### src/rtl/tomasulo_pkg.sv
// Shared Tomasulo definitions: datapath widths, the "no producer" label,
// opcode encodings and the label block owned by each functional-unit class.
package tomasulo_pkg;

   localparam int DATA_W     = 32;
   localparam int LABEL_W    = 4;
   localparam int OP_W       = 3;
   localparam int LABEL_NONE = 0;

   typedef enum logic [OP_W-1:0] {
      OP_ADD = 3'd0,
      OP_SUB = 3'd1,
      OP_AND = 3'd2,
      OP_OR  = 3'd3,
      OP_XOR = 3'd4,
      OP_SLL = 3'd5,
      OP_SRL = 3'd6,
      OP_MUL = 3'd7
   } opcode_e;

   // Each unit class owns a contiguous label range; label 0 is never used.
   localparam int BASE_LABEL_ALU = 1;
   localparam int BASE_LABEL_MUL = 4;
   localparam int BASE_LABEL_MEM = 7;

endpackage

### src/rtl/rs_entry.sv
// One reservation-station slot: holds an instruction and its operands,
// capturing pending operands from the CDB at issue (bypass) or while waiting.
module rs_entry #(
   parameter int DATA_W  = 32,
   parameter int LABEL_W = 4,
   parameter int OP_W    = 3
) (
   input  logic               clk,
   input  logic               rst,
   input  logic               alloc,
   input  logic               free,
   input  logic [OP_W-1:0]    issue_op,
   input  logic [DATA_W-1:0]  issue_vj,
   input  logic [LABEL_W-1:0] issue_qj,
   input  logic [DATA_W-1:0]  issue_vk,
   input  logic [LABEL_W-1:0] issue_qk,
   input  logic               cdb_valid,
   input  logic [LABEL_W-1:0] cdb_label,
   input  logic [DATA_W-1:0]  cdb_data,
   output logic               busy,
   output logic               ready,
   output logic [OP_W-1:0]    op,
   output logic [DATA_W-1:0]  vj,
   output logic [DATA_W-1:0]  vk
);

   logic [LABEL_W-1:0] qj;
   logic [LABEL_W-1:0] qk;
   logic               cdb_hit;

   // A zero label on the bus carries no producer and must never match.
   assign cdb_hit = cdb_valid && (cdb_label != '0);
   assign ready   = busy && (qj == '0) && (qk == '0);

   always_ff @(posedge clk or posedge rst) begin
      if (rst) begin
         busy <= 1'b0;
         op   <= '0;
         vj   <= '0;
         qj   <= '0;
         vk   <= '0;
         qk   <= '0;
      end else if (alloc) begin
         busy <= 1'b1;
         op   <= issue_op;
         if (cdb_hit && (issue_qj == cdb_label)) begin
            vj <= cdb_data;
            qj <= '0;
         end else begin
            vj <= issue_vj;
            qj <= issue_qj;
         end
         if (cdb_hit && (issue_qk == cdb_label)) begin
            vk <= cdb_data;
            qk <= '0;
         end else begin
            vk <= issue_vk;
            qk <= issue_qk;
         end
      end else begin
         if (free) begin
            busy <= 1'b0;
         end
         if (busy && cdb_hit && (qj == cdb_label)) begin
            vj <= cdb_data;
            qj <= '0;
         end
         if (busy && cdb_hit && (qk == cdb_label)) begin
            vk <= cdb_data;
            qk <= '0;
         end
      end
   end

endmodule

### src/rtl/reservation_station.sv
// Reservation station for one functional-unit class: allocates the lowest free
// slot to issued instructions and offers the lowest ready slot to the unit.
module reservation_station #(
   parameter int DEPTH      = 3,
   parameter int BASE_LABEL = 1,
   parameter int DATA_W     = tomasulo_pkg::DATA_W,
   parameter int LABEL_W    = tomasulo_pkg::LABEL_W,
   parameter int OP_W       = tomasulo_pkg::OP_W
) (
   input  logic               clk,
   input  logic               rst,
   input  logic               issue_valid,
   input  logic [OP_W-1:0]    issue_op,
   input  logic [DATA_W-1:0]  issue_vj,
   input  logic [LABEL_W-1:0] issue_qj,
   input  logic [DATA_W-1:0]  issue_vk,
   input  logic [LABEL_W-1:0] issue_qk,
   output logic               issue_ready,
   output logic [LABEL_W-1:0] issue_label,
   input  logic               cdb_valid,
   input  logic [LABEL_W-1:0] cdb_label,
   input  logic [DATA_W-1:0]  cdb_data,
   output logic               fu_valid,
   input  logic               fu_ready,
   output logic [OP_W-1:0]    fu_op,
   output logic [DATA_W-1:0]  fu_a,
   output logic [DATA_W-1:0]  fu_b,
   output logic [LABEL_W-1:0] fu_label,
   output logic [3:0]         busy_count
);

   import tomasulo_pkg::*;

   logic [DEPTH-1:0]  busy_vec;
   logic [DEPTH-1:0]  ready_vec;
   logic [DEPTH-1:0]  free_sel;
   logic [DEPTH-1:0]  ready_sel;
   logic [DEPTH-1:0]  alloc_vec;
   logic [DEPTH-1:0]  free_vec;
   logic [OP_W-1:0]   op_arr [DEPTH];
   logic [DATA_W-1:0] vj_arr [DEPTH];
   logic [DATA_W-1:0] vk_arr [DEPTH];
   logic              issue_fire;
   logic              fu_fire;

   for (genvar i = 0; i < DEPTH; i++) begin : g_entry
      rs_entry #(
         .DATA_W  (DATA_W),
         .LABEL_W (LABEL_W),
         .OP_W    (OP_W)
      ) u_entry (
         .clk       (clk),
         .rst       (rst),
         .alloc     (alloc_vec[i]),
         .free      (free_vec[i]),
         .issue_op  (issue_op),
         .issue_vj  (issue_vj),
         .issue_qj  (issue_qj),
         .issue_vk  (issue_vk),
         .issue_qk  (issue_qk),
         .cdb_valid (cdb_valid),
         .cdb_label (cdb_label),
         .cdb_data  (cdb_data),
         .busy      (busy_vec[i]),
         .ready     (ready_vec[i]),
         .op        (op_arr[i]),
         .vj        (vj_arr[i]),
         .vk        (vk_arr[i])
      );
   end

   // Free-slot encoder: scanning downward lets the lowest free index win.
   always_comb begin
      free_sel    = '0;
      issue_ready = 1'b0;
      issue_label = LABEL_W'(LABEL_NONE);
      for (int i = DEPTH - 1; i >= 0; i--) begin
         if (!busy_vec[i]) begin
            free_sel    = '0;
            free_sel[i] = 1'b1;
            issue_ready = 1'b1;
            issue_label = LABEL_W'(BASE_LABEL + i);
         end
      end
   end

   // Ready-slot encoder and output mux; outputs are forced to 0 when idle.
   always_comb begin
      ready_sel = '0;
      fu_valid  = 1'b0;
      fu_op     = '0;
      fu_a      = '0;
      fu_b      = '0;
      fu_label  = '0;
      for (int i = DEPTH - 1; i >= 0; i--) begin
         if (ready_vec[i]) begin
            ready_sel    = '0;
            ready_sel[i] = 1'b1;
            fu_valid     = 1'b1;
            fu_op        = op_arr[i];
            fu_a         = vj_arr[i];
            fu_b         = vk_arr[i];
            fu_label     = LABEL_W'(BASE_LABEL + i);
         end
      end
   end

   // Both ports move data only on valid && ready at a rising edge; valid never
   // depends on ready, and an un-accepted offer may only be replaced by a
   // lower-index entry that became ready.
   assign issue_fire = issue_valid && issue_ready;
   assign fu_fire    = fu_valid && fu_ready;
   assign alloc_vec  = issue_fire ? free_sel : '0;
   assign free_vec   = fu_fire ? ready_sel : '0;

   always_ff @(posedge clk or posedge rst) begin
      if (rst) begin
         busy_count <= '0;
      end else begin
         busy_count <= busy_count + {3'b000, issue_fire} - {3'b000, fu_fire};
      end
   end

endmodule

### config.mk
export PLATFORM = sky130hd
export DESIGN_NAME = reservation_station
export DESIGN_NICKNAME = d
export VERILOG_FILES = /design/src/rtl/tomasulo_pkg.sv /design/src/rtl/rs_entry.sv /design/src/rtl/reservation_station.sv
export SDC_FILE = /design/constraint.sdc
export NUM_CORES = 1
export LEC_CHECK = 0
export CAP_MARGIN = 20
export CORE_UTILIZATION = 38
export DETAILED_ROUTE_END_ITERATION = 10
export SLEW_MARGIN = 15
export SYNTH_ARGS = -nofsm -noshare
export SYNTH_HDL_FRONTEND = slang
export SYNTH_SLANG_ARGS = --single-unit
export TNS_END_PERCENT = 100
### constraint.sdc
create_clock -name clk -period 8.4 [get_ports clk]
set_clock_uncertainty 0.05 [all_clocks]
set_input_delay 1.26 -clock clk [delete_from_list [all_inputs] [get_ports clk]]
set_output_delay 1.26 -clock clk [all_outputs]
set_load 0.01 [all_outputs]
# Word level (Yosys, flattened, before mapping)
# Cells that the tools add are included.
[word_totals]
ff_bits = 232
input_bits = 116
wordCells = 128
[op_classes]
addsub = 2
n_eq_ne = 8
mux = 63
reduce_logical = 36
[op_table]
columns = ["op", "count"]
rows = [
  ["two-way mux 32 bit", 20],
  ["two-way mux 4 bit", 18],
  ["two-way mux 3 bit", 11],
  ["equality test 4 bit", 8],
  ["zero test 4 bit", 6],
  ["logical AND 1 bit", 20],
  ["nonzero test 2 bit", 9],
  ["two-way mux 1 bit", 12],
  ["adder 4 x 1 -> 4 bit", 1],
  ["two-way mux 2 bit", 2],
  ["nonzero test 4 bit", 1],
  ["subtractor 4 x 1 -> 4 bit", 1],
]

# Depth between registers and ports, before layout
[logic_depth]
word_depth = 10
depth_mapped = 11
mapped_depth_nobuf = 11

# By module
# Synthesis repeated with hierarchy kept, for this count alone.
[unflattened]
hier_cells = 1345
area_unflattened_um2 = 15322.2
[modules_own_cells]
columns = ["mod", "instances", "cells_each", "area_per_inst_um2"]
rows = [
  ["rs_entry", 3, 357, 4563.1],
  ["reservation_station", 1, 274, 1632.8],
]

# Worst setup path after synthesis
# No wires, ideal clock.
[synth_timing]
kind = "flip-flop to output port"
from = "register g_entry[0].u_entry.qk[1]"
to = "output fu_a[14]"
arrival_ns = 1.907
required_ns = 7.090
slack_ns = 5.183
path_stages_with_launch = 9
path_cell_list = "dfrtp_1 > nor4_1 > and4b_1 > clkbuf_1 > nor2_1 > buf_2 > clkbuf_1 > a22o_1 > a21o_1"
[synth_via]
elab_chain_len = 3
[synth_rtl]
columns = ["element", "line", "rtl"]
rows = [
  ["start: declaration", "rs_entry.sv:28", "logic [LABEL_W-1:0] qk;"],
  ["start signal: assignment", "rs_entry.sv:58", "qk <= issue_qk;"],
  ["zero test 4 bit", "rs_entry.sv:33", "assign ready = busy && (qj == '0) && (qk == '0);"],
  ["logical AND 1 bit", "rs_entry.sv:33", ""],
  ["two-way mux 32 bit", "reservation_station.sv:96", "if (ready_vec[i]) begin"],
  ["end: declaration", "reservation_station.sv:26", "output logic [DATA_W-1:0] fu_a,"],
]
# No other way between the ends.

# Worst setup path in the final report
[layout_timing]
from = "register g_entry[0].u_entry.qk[1]"
to = "output fu_b[31]"
[layout_via]
elab_chain_len = 3
[layout_rtl]
columns = ["element", "line", "rtl"]
rows = [
  ["zero test 4 bit", "rs_entry.sv:33", ""],
  ["logical AND 1 bit", "rs_entry.sv:33", ""],
  ["two-way mux 32 bit", "reservation_station.sv:96", ""],
  ["end: declaration", "reservation_station.sv:27", "output logic [DATA_W-1:0] fu_b,"],
]
# No other way between the ends.

==> impl_metrics.ini <==
[detailed_routing]
final_antenna_net_count = 0
dr.first_iter.drc_count = 762
post_drt_wl_per_cell_um = 25.27
detail_routed_via_count_per_cell = 6.057
routed-via-count = 9807
drt_pre_antenna_iters = 8
remaining_drc_errors = 12
routed_wl_um = 40910

[place]
dp_hpwl_um = 24750
count_of_input_and_output_buffers = 192
place_congestion = 0.7858
post_dp_cell_area_mm2 = 0.01425

[yosys]
postSynth.asyncResetShare = 1.000
synth.mux.area_fraction = 0
synth.distinct_cells = 41
netlist_instances = 1059
syn-mean-instance-area_um2 = 11.33
synth_top_family_by_area = compound AO/OA/AOI/OAI gates
synth_area_in_simple_gates = 0.1420
synth.cell_area_mm2 = 0.01200
post_synth_xor_area_fraction = 0.02554
synth_fa_ha_area_frac = 0.005839
ys_ff_latch = 232
ys.warnings.count = 0
ys_dominant_reg_cell = sky130_fd_sc_hd__dfrtp_1
synth.yosys.seq_area_share = 0.4838
synth_enable_flop_cells = 0
compound_gate_fraction_of_synth_area = 0.2949

[final_layout]
final_layout_size_suffix_gt1_frac = 0.1783
final_nets = 1328
layout-area-overhead-vs-synth_pct = 25.76
fillers = 2761
finish.instance_area_mm2 = 0.01509
antenna_cells = 0
layout_common_cells = sky130_fd_sc_hd__dfrtp_1 (232), sky130_fd_sc_hd__clkdlybuf4s50_1 (192), sky130_fd_sc_hd__nand2b_1 (133)
layout_commonest_cell = sky130_fd_sc_hd__dfrtp_1

[floorplan]
placeableCoreArea_mm2 = 0.03083
initial_core_util = 0.3892
die_width_um = 179.7
num_rows = 64
die-height_um = 179.7
die_area_mm2 = 0.03229
io_pins = 197

[status]
violations = design-rule violations
status = finished with violations

[clocking]
cts_tree = built
cts-resized-gates = 0
cts_post_setup_buffers_inserted = 0
cts.path.max_buffers = 3
cts_htree_levels = 1
clkTransAtPathRegs_ps = 60
cts_made_buffers = 26
hold_buffers = 0
worst_skew_pair.late_latency_ps = 530
clock-root-buffer = sky130_fd_sc_hd__clkbuf_16
clock-sinks = 232

[pwr]
max-vdd-ir-drop_v = 0.0001936
power.total_uw = 5389
power.density_mw_per_mm2 = 357.1
p_leak_uw = 0.006584

[worst_hold_path]
hold_path_class = register to register

[sta]
hold_ws_ps = 433.5
min_period_ps = 5454
setup_violations = 0
timing.fmax_mhz = 183.3
final-hold-violation-count = 0
drv_slew = 0
worst_slew_margin_rel = 0.3382
grt_setup_unrepaired = false
setup_tns_ps = 0
slew_of_the_pin_with_the_lowest_slew_margin_ps = 992.7
period_share = 0.6493

[worst_setup_path]
setup.worst_path.start_class = register
arrival_ps = 4140
crit_fanout = 38
setup.worst_path.class = register to primary output
cp_common_cell = sky130_fd_sc_hd__buf_4
timing.critical_path.cells = nor4_1, and4b_4, buf_4, nor2_4, buf_4, a22o_1, a21o_1, clkdlybuf4s50_1
endpoint_kind = primary output
required_ps = 7090
critPathMaxStageDelay_ps = 680
cp_slowest_cell = sky130_fd_sc_hd__and4b_4

[global_routing]
grt_antenna_before_repair = 0
grt_max_degree = 108
grt_pass1_wl_um = 63980
global_route.overflow_total = 0
grt_pass1_vias = 10380
grt_usage = 0.2543

[flow_run]
max_cap_viol_count = 0
==> final cells by class <==
| cell class | count | area, um2 | area share |
|---|---|---|---|
| Timing Repair Buffer | 217 | 2130 | 0.1411 |
| Clock buffer | 37 | 762.0 | 0.05049 |
| Inverter | 13 | 56.30 | 0.003731 |
| Clock inverter | 7 | 76.32 | 0.005057 |
| Tap cell | 396 | 495.5 | 0.03283 |
| Sequential cell | 232 | 5806 | 0.3847 |
| Multi-Input combinational cell | 717 | 5767 | 0.3821 |
==> power breakdown <==
part	leakage, uW	switching [uW]	internal (uW)
logic	0.00348	967	1240
clock network	0.000409	467	658
registers	0.00270	395	1660
==> routing by layer <==
metal / part of all wire / wire (um) / track usage
met2: 0.46 / 18980 / 0.4056
met4: 0.025 / 1008 / 0.07241
met1: 0.44 / 18020 / 0.3561
met5: 0 / 0 / 0
met3: 0.071 / 2902 / 0.04133
==> worst max-delay path: cells and delay by family (launching register included) <==
family / cells / cell delay [ps]
simple gates: 3 / 1390
buf+inv: 3 / 1360
flops: 1 / 410
compound gates: 2 / 410
==> metrics by stage <==
stage	setup WS, ps	std cells	util
global placement	3566	1574	0.4614
CTS	2904	1619	0.4895
floorplan	728.7	1062	-
detailed placement	3540	1575	0.4623
global route	2681	1619	0.4895
finish	2946	1619	0.4895
==> sequential cells by signal, indices dropped and copies added, names as in the netlist <==
| name | flops |
|---|---|
| g_entry.u_entry.vj | 96 |
| g_entry.u_entry.qj | 12 |
| g_entry.u_entry.vk | 96 |
| g_entry.u_entry.qk | 12 |
| g_entry.u_entry.busy | 3 |
| busy_count | 4 |
| g_entry.u_entry.op | 9 |
==> cell families (layout without fill, tap and decap cells) <==
group,after synthesis,in the layout
flip-flops,232,232
adder cells (fa/ha/maj),5,5
other,1,4
XOR/XNOR,35,35
AND/OR/NAND/NOR,302,302
AO/OA/AOI/OAI,371,371
buffers and inverters,113,274
==> synth_stat cells (all sizes together) (16+ instances only) <==
cell | instances | area (um2)
a221o | 64 | 640.6
nand2b | 133 | 832.1
nand2 | 63 | 236.5
o221a | 128 | 1441
dfrtp | 232 | 5806
nor2 | 16 | 62.56
a21o | 69 | 518.0
xnor2 | 26 | 227.7
buf | 34 | 275.3
a22o | 75 | 656.9
and3 | 66 | 422.9
clkbuf | 66 | 247.7
==> final timing paths <==
check | start | to | slack [ps] | depth (start not counted)
max in group asynchronous | rst | g_entry[0].u_entry.vk[8] | 5560 | 3
setup / recovery | g_entry[0].u_entry.qk[1] | fu_b[31] | 2950 | 8
hold reg to reg | g_entry[0].u_entry.op[0] | g_entry[0].u_entry.op[0] | 430 | 2
min in group asynchronous | rst | g_entry[2].u_entry.vj[24] | 1190 | 2
setup reg to reg | g_entry[0].u_entry.qk[1] | busy_count[2] | 5440 | 9
hold / removal | g_entry[0].u_entry.op[0] | g_entry[0].u_entry.op[0] | 430 | 2
(Power assumes the default switching activity.)
==> edit 1, RTL diff (same flow settings) <==
Set the parameter `DEPTH` to 6 (it was 3).
--- a/src/rtl/reservation_station.sv
+++ b/src/rtl/reservation_station.sv
@@ -3,3 +3,3 @@
 module reservation_station #(
-   parameter int DEPTH      = 3,
+   parameter int DEPTH      = 6,
    parameter int BASE_LABEL = 1,
Behaviour: not the same (a bounded check fails within 4 cycles, from zero or initial values and one cycle with rst high).
==> edit 1 against the unedited design <==
The flow still finishes with violations (design-rule violations); clock power is 110% higher; design area up 83%; synthesized cell count grew 120%; area after synthesis grew 91%; total power increased by 120%; wire length grew 140%; sequential cell count up 228; sequential power grew 96%; worst setup slack got worse by 0.77 ns; register-to-register slack worse by 1.2 ns.
==> edit 1: results (changes against the unedited design) <==
| Metric | Value |
|---|---|
| Run status | `finished, violations left` |
| Violations in the final reports | `design-rule violations` |
| Num CTS Buffers | `51 (+96%)` |
| Via count | `22020 (+120%)` |
| Delay contributed by the slowest stage of the critical path | `0.82 ns (+0.14 ns)` |
| Global-route wire length before repair | `143500 microns (+120%)` |
| Number of distinct library cells after synthesis | `51 (+24%)` |
| Met3 track demand over resource in global routing | `6.953% (+2.8 points)` |
| Number of placed cells counting well taps | `3112 (+98%)` |
| Initial DRT Pass Iterations | `9 (+1)` |
| Top cells by instance count after synthesis | `460 x dfrtp_1, 278 x o22ai_1, 259 x a21oi_1` |
| Met2 demand-to-capacity share in global routing | `49.47% (+8.9 points)` |
| Post-Synth Adder-Cell Area | `0.3052% (-0.28 points)` |
| Data arrival, critical path | `4.92 ns (+0.78 ns)` |
| Highest-delay cell along the critical path | `and2_2` |
| Met1 Usage GRT | `41.23% (+5.6 points)` |
| Seq/Total Area, Yosys | `50.14% (+1.8 points)` |
| Dpl hpwl | `54300 microns (+120%)` |
| Worst setup slack before clock tree synthesis | `2.908 ns (-0.6320 ns)` |
| Count of nets after finishing | `2515 (+89%)` |
| Total global routing track utilization | `31.28% (+5.9 points)` |
| Number of filler instances in the final layout | `5446 (+97%)` |
| WL met2 | `44260 microns (+130%)` |
| Worst rel slew slack | `19.27% (-15 points)` |
| Static leakage | `0.01042 uW (+58%)` |
| Met1 wire length | `38010 microns (+110%)` |
| XOR/XNOR share of the synthesized area | `2.251% (-0.30 points)` |
| Later-pin clock latency in the skew report | `0.60 ns (+0.07 ns)` |
| Avg Vias per Cell | `6.862 (+13%)` |
| Per-cell routed wire length | `30.04 microns (+19%)` |
| Cell count after synthesis | `2309 (+120%)` |
| Largest fanout of any net on the critical path | `37 (-2.6%)` |
| 1st-iter DRT viols | `2791 (+270%)` |
| Highest Signal Layer | `met5` |
| Final RePlAce weighted congestion | `0.8693 (+11%)` |
| Post-synthesis compound-gate area fraction | `32.17% (+2.7 points)` |
| Initial antenna violation count | `3 (+3)` |
| Fraction of synthesized area in multiplexers | `1.046% (+1.0 points)` |
| Residual DRC count | `9 (-3)` |
## edit 1: cell count changes after synthesis, sizes merged, moves of 76 or more
cell,change
a21oi,+250
nand2,+111
clkbuf,+113
dfrtp,+228
o221a,-128
o22a,+226
o21a,+160
o22ai,+269
nand4,+76
nand2b,-104
## edit 1: area by class of cell
cell class	count	area, sq um	area share [%]
Multi-Input combinational cell	1587	10750	38.96
Tap cell	773	967.2	3.505
Sequential cell	460	11510	41.72
Timing Repair Buffer	257	2455	8.896
Antenna cell	1	2.502	0.009069
Clock buffer	76	1531	5.550
Clock inverter	18	232.7	0.8434
Inverter	37	142.6	0.5169
## edit 1: worst reg2reg max path, delay by kind of cell (launching register included)
| family | cells | cell delay [ns] |
|---|---|---|
| buffers and inverters | 3 | 0.88 |
| AND/OR/NAND/NOR | 5 | 1.71 |
| XOR/XNOR | 1 | 0.15 |
| adder cells (fa/ha/maj) | 3 | 0.74 |
| flip-flops | 1 | 0.55 |
## edit 1: worst paths after layout
kind,from,endpoint,slack (ns),cells after the start
worst min register to register,g_entry[4].u_entry.op[0]$_DFFE_PP0P_,g_entry[4].u_entry.op[0]$_DFFE_PP0P_,0.42,2
worst max-delay path,g_entry[2].u_entry.qk[0]$_DFFE_PP0P_,fu_a[1],2.17,7
max in group asynchronous,rst,g_entry[0].u_entry.vk[7]$_DFFE_PP0P_,5.21,4
worst max register to register,g_entry[4].u_entry.busy$_DFFE_PP0P_,busy_count[2]$_DFF_PP0_,4.21,12
worst min-delay path,g_entry[4].u_entry.op[0]$_DFFE_PP0P_,g_entry[4].u_entry.op[0]$_DFFE_PP0P_,0.42,2
min in group asynchronous,rst,g_entry[0].u_entry.vj[30]$_DFFE_PP0P_,1.03,2
## edit 1: report_power, final
group	switching [uW]	internal, uW
Sequential	705	3310
Clock	963	1410
Combinational	3130	2580
==> edit 2, RTL diff (same flow settings) <==
Made on the original files. Make the reset (`rst`) synchronous in 2 clocked blocks.
--- a/src/rtl/rs_entry.sv
+++ b/src/rtl/rs_entry.sv
@@ -34,3 +34,3 @@
 
-   always_ff @(posedge clk or posedge rst) begin
+   always_ff @(posedge clk) begin
       if (rst) begin
--- a/src/rtl/reservation_station.sv
+++ b/src/rtl/reservation_station.sv
@@ -115,3 +115,3 @@
 
-   always_ff @(posedge clk or posedge rst) begin
+   always_ff @(posedge clk) begin
       if (rst) begin
Check against the original RTL: differs if rst is asserted again (counterexample within 4 cycles, from zero or initial values and one cycle with rst high); with rst held inactive, the same outputs for 4 cycles.
==> edit 2 against the unedited design <==
Worst setup slack gained 0.13 ns; design area is essentially flat; wire length grew 10%; sequential cell count is the same; final cell count grew 22%; area after synthesis grew 1.0%; die area grew 1.0%; hold slack lost 0.027 ns; critical path type unchanged; critical endpoint is now fu_a[16].
Power is not compared: it rests on default switching activity, and its combinational part moved more than twofold at a synthesized area within 25%.
==> edit 2: results (changes against the unedited design) <==
| Metric | Value |
|---|---|
| Post-Route WL | `45000 microns (+10%)` |
| Later-pin clock latency in the skew report | `0.53 ns (about the same)` |
| Dpl hpwl | `26410 microns (+6.7%)` |
| Avg Vias per Cell | `6.251 (+3.2%)` |
| Number of filler instances in the final layout | `3034 (+9.9%)` |
| Initial antenna violation count | `0 (unchanged)` |
| Endpoint of the worst hold path | `g_entry[1].u_entry.op[1]$_SDFFE_PP0P_` |
| H-tree depth reported by CTS | `1 (unchanged)` |
| Fraction of final layout cells sized beyond drive strength 1 | `6.242% (-12 points)` |
| Num CTS Buffers | `26 (unchanged)` |
| Data arrival, critical path | `4.02 ns (-0.12 ns)` |
| Startpoint of the worst register-to-register path | `g_entry[0].u_entry.qj[0]$_SDFFE_PP0P_` |
| Final RePlAce weighted congestion | `0.8033 (+2.2%)` |
| FFs w/ async S/R, synth | `0% (-100 points)` |
| Global-route wire length before repair | `69010 microns (+7.9%)` |
| Number of instances resized during post-cts repair | `0 (unchanged)` |
| Worst rel slew slack | `20.48% (-13 points)` |
| Run status | `finished clean` |
| Post-synthesis compound-gate area fraction | `31.48% (+2.0 points)` |
| Hold slack final | `0.4067 ns (-0.02680 ns)` |
| Post-Synth Adder-Cell Area | `0.5779% (-0.0060 points)` |
| Area after DPL | `14100 sq um (-1.1%)` |
| Max IR drop VDD | `0.1378 mV` |
| Reg-to-reg endpoint | `busy_count[1]$_SDFF_PP0_` |
| Crit path max-delay family | `simple AND/OR/NAND/NOR gates` |
| Seq/Total Area, Yosys | `38.30% (-10 points)` |
| Cell at the root of the clock tree | `clkbuf_16` |
| Number of distinct library cells after synthesis | `51 (+24%)` |
| Post-CTS Setup Repair Bufs | `0 (unchanged)` |
| Ant diodes | `0 (unchanged)` |
| Initial DRT Pass Iterations | `6 (-2)` |
| Most instantiated library cell after synthesis | `dfxtp_1` |
| Maximum number of pins on one net before global-route repair | `86 (-20%)` |
| Count of nets after finishing | `1672 (+26%)` |
| Highest-delay cell along the critical path | `and4_4` |
| Top post-synthesis cells by area | `dfxtp_1 38%, a22oi_1 8.2%, a21oi_1 6.3%, nand3_1 5.8%, a222oi_1 5.5%` |
| Vias in the first global route | `11770 (+13%)` |
| Hold path startpoint | `g_entry[1].u_entry.op[1]$_SDFFE_PP0P_` |
| Largest fanout of any net on the critical path | `73 (+92%)` |
| Final Hold Fails | `0 (unchanged)` |
| Share of the core filled with cells in the final layout | `47.95% (-1.0 points)` |
| 1st-iter DRT viols | `1510 (+98%)` |
| Top cells by instance count after synthesis | `232 x dfxtp_1, 152 x a21oi_1, 141 x nand3_1` |
| XOR/XNOR share of the synthesized area | `2.528% (-0.026 points)` |
| Slack of the worst reg-to-reg path | `5.18 ns (-0.26 ns)` |
| Total global routing track utilization | `26.53% (+1.1 points)` |
| Switching Fraction | `26.30%` |
| Largest registers | `g_entry.u_entry.vj x96, g_entry.u_entry.vk x96` |
| Port-buffer cells | `192 (unchanged)` |
| Delay contributed by the slowest stage of the critical path | `0.88 ns (+0.20 ns)` |
| Fraction of synthesized area in multiplexers | `5.283% (+5.3 points)` |
## edit 2: how the worst max path moves through the flow
stage	start	to	slack (ns)	cells past startpoint
after global placement	g_entry[0].u_entry.qj[0]$_SDFFE_PP0P_	fu_a[16]	3.74	7
after detailed placement	g_entry[0].u_entry.qj[0]$_SDFFE_PP0P_	fu_a[16]	3.68	7
after CTS	g_entry[0].u_entry.qj[0]$_SDFFE_PP0P_	fu_a[16]	3.12	7
after global routing	g_entry[0].u_entry.qj[0]$_SDFFE_PP0P_	fu_a[16]	2.90	7
final	g_entry[0].u_entry.qj[0]$_SDFFE_PP0P_	fu_a[16]	3.07	7
after floorplan	g_entry[0].u_entry.qj[0]$_SDFFE_PP0P_	fu_b[26]	5.40	8
## edit 2: layer usage
layer,GRT usage (%),vias to the layer above,share of wire (%)
li1,-,5632,-
met1,34.98,5965,43
met2,43.94,646,46
met3,3.880,84,7.7
met4,9.436,0,3.1
met5,0,-,0
## edit 2: area by class of cell
class | instances | area share (%)
Tap cell | 402 | 3.333
Clock inverter | 5 | 0.6633
Multi-Input combinational cell | 996 | 43.50
Timing Repair Buffer | 218 | 14.30
Inverter | 77 | 1.915
Clock buffer | 42 | 5.514
Sequential cell | 232 | 30.78
## edit 2: through the flow
step / instances / power, uW / setup WS (ns)
6_report: 1972 / 2839 / 3.074
5_1_grt: 1972 / 2930 / 2.899
4_1_cts: 1969 / 2847 / 3.115
3_5_place_dp: 1922 / 1620 / 3.677
3_3_place_gp: 1922 / 1617 / 3.738
2_1_floorplan: 1460 / 1433 / 5.399
## edit 2: worst reg2reg max path, delay by kind of cell, from the launching register on
kind                     cells  cell delay, ns
AND/OR/NAND/NOR              5            1.81
adder cells (fa/ha/maj)      3            0.82
buffers and inverters        1            0.06
flip-flops                   1            0.33
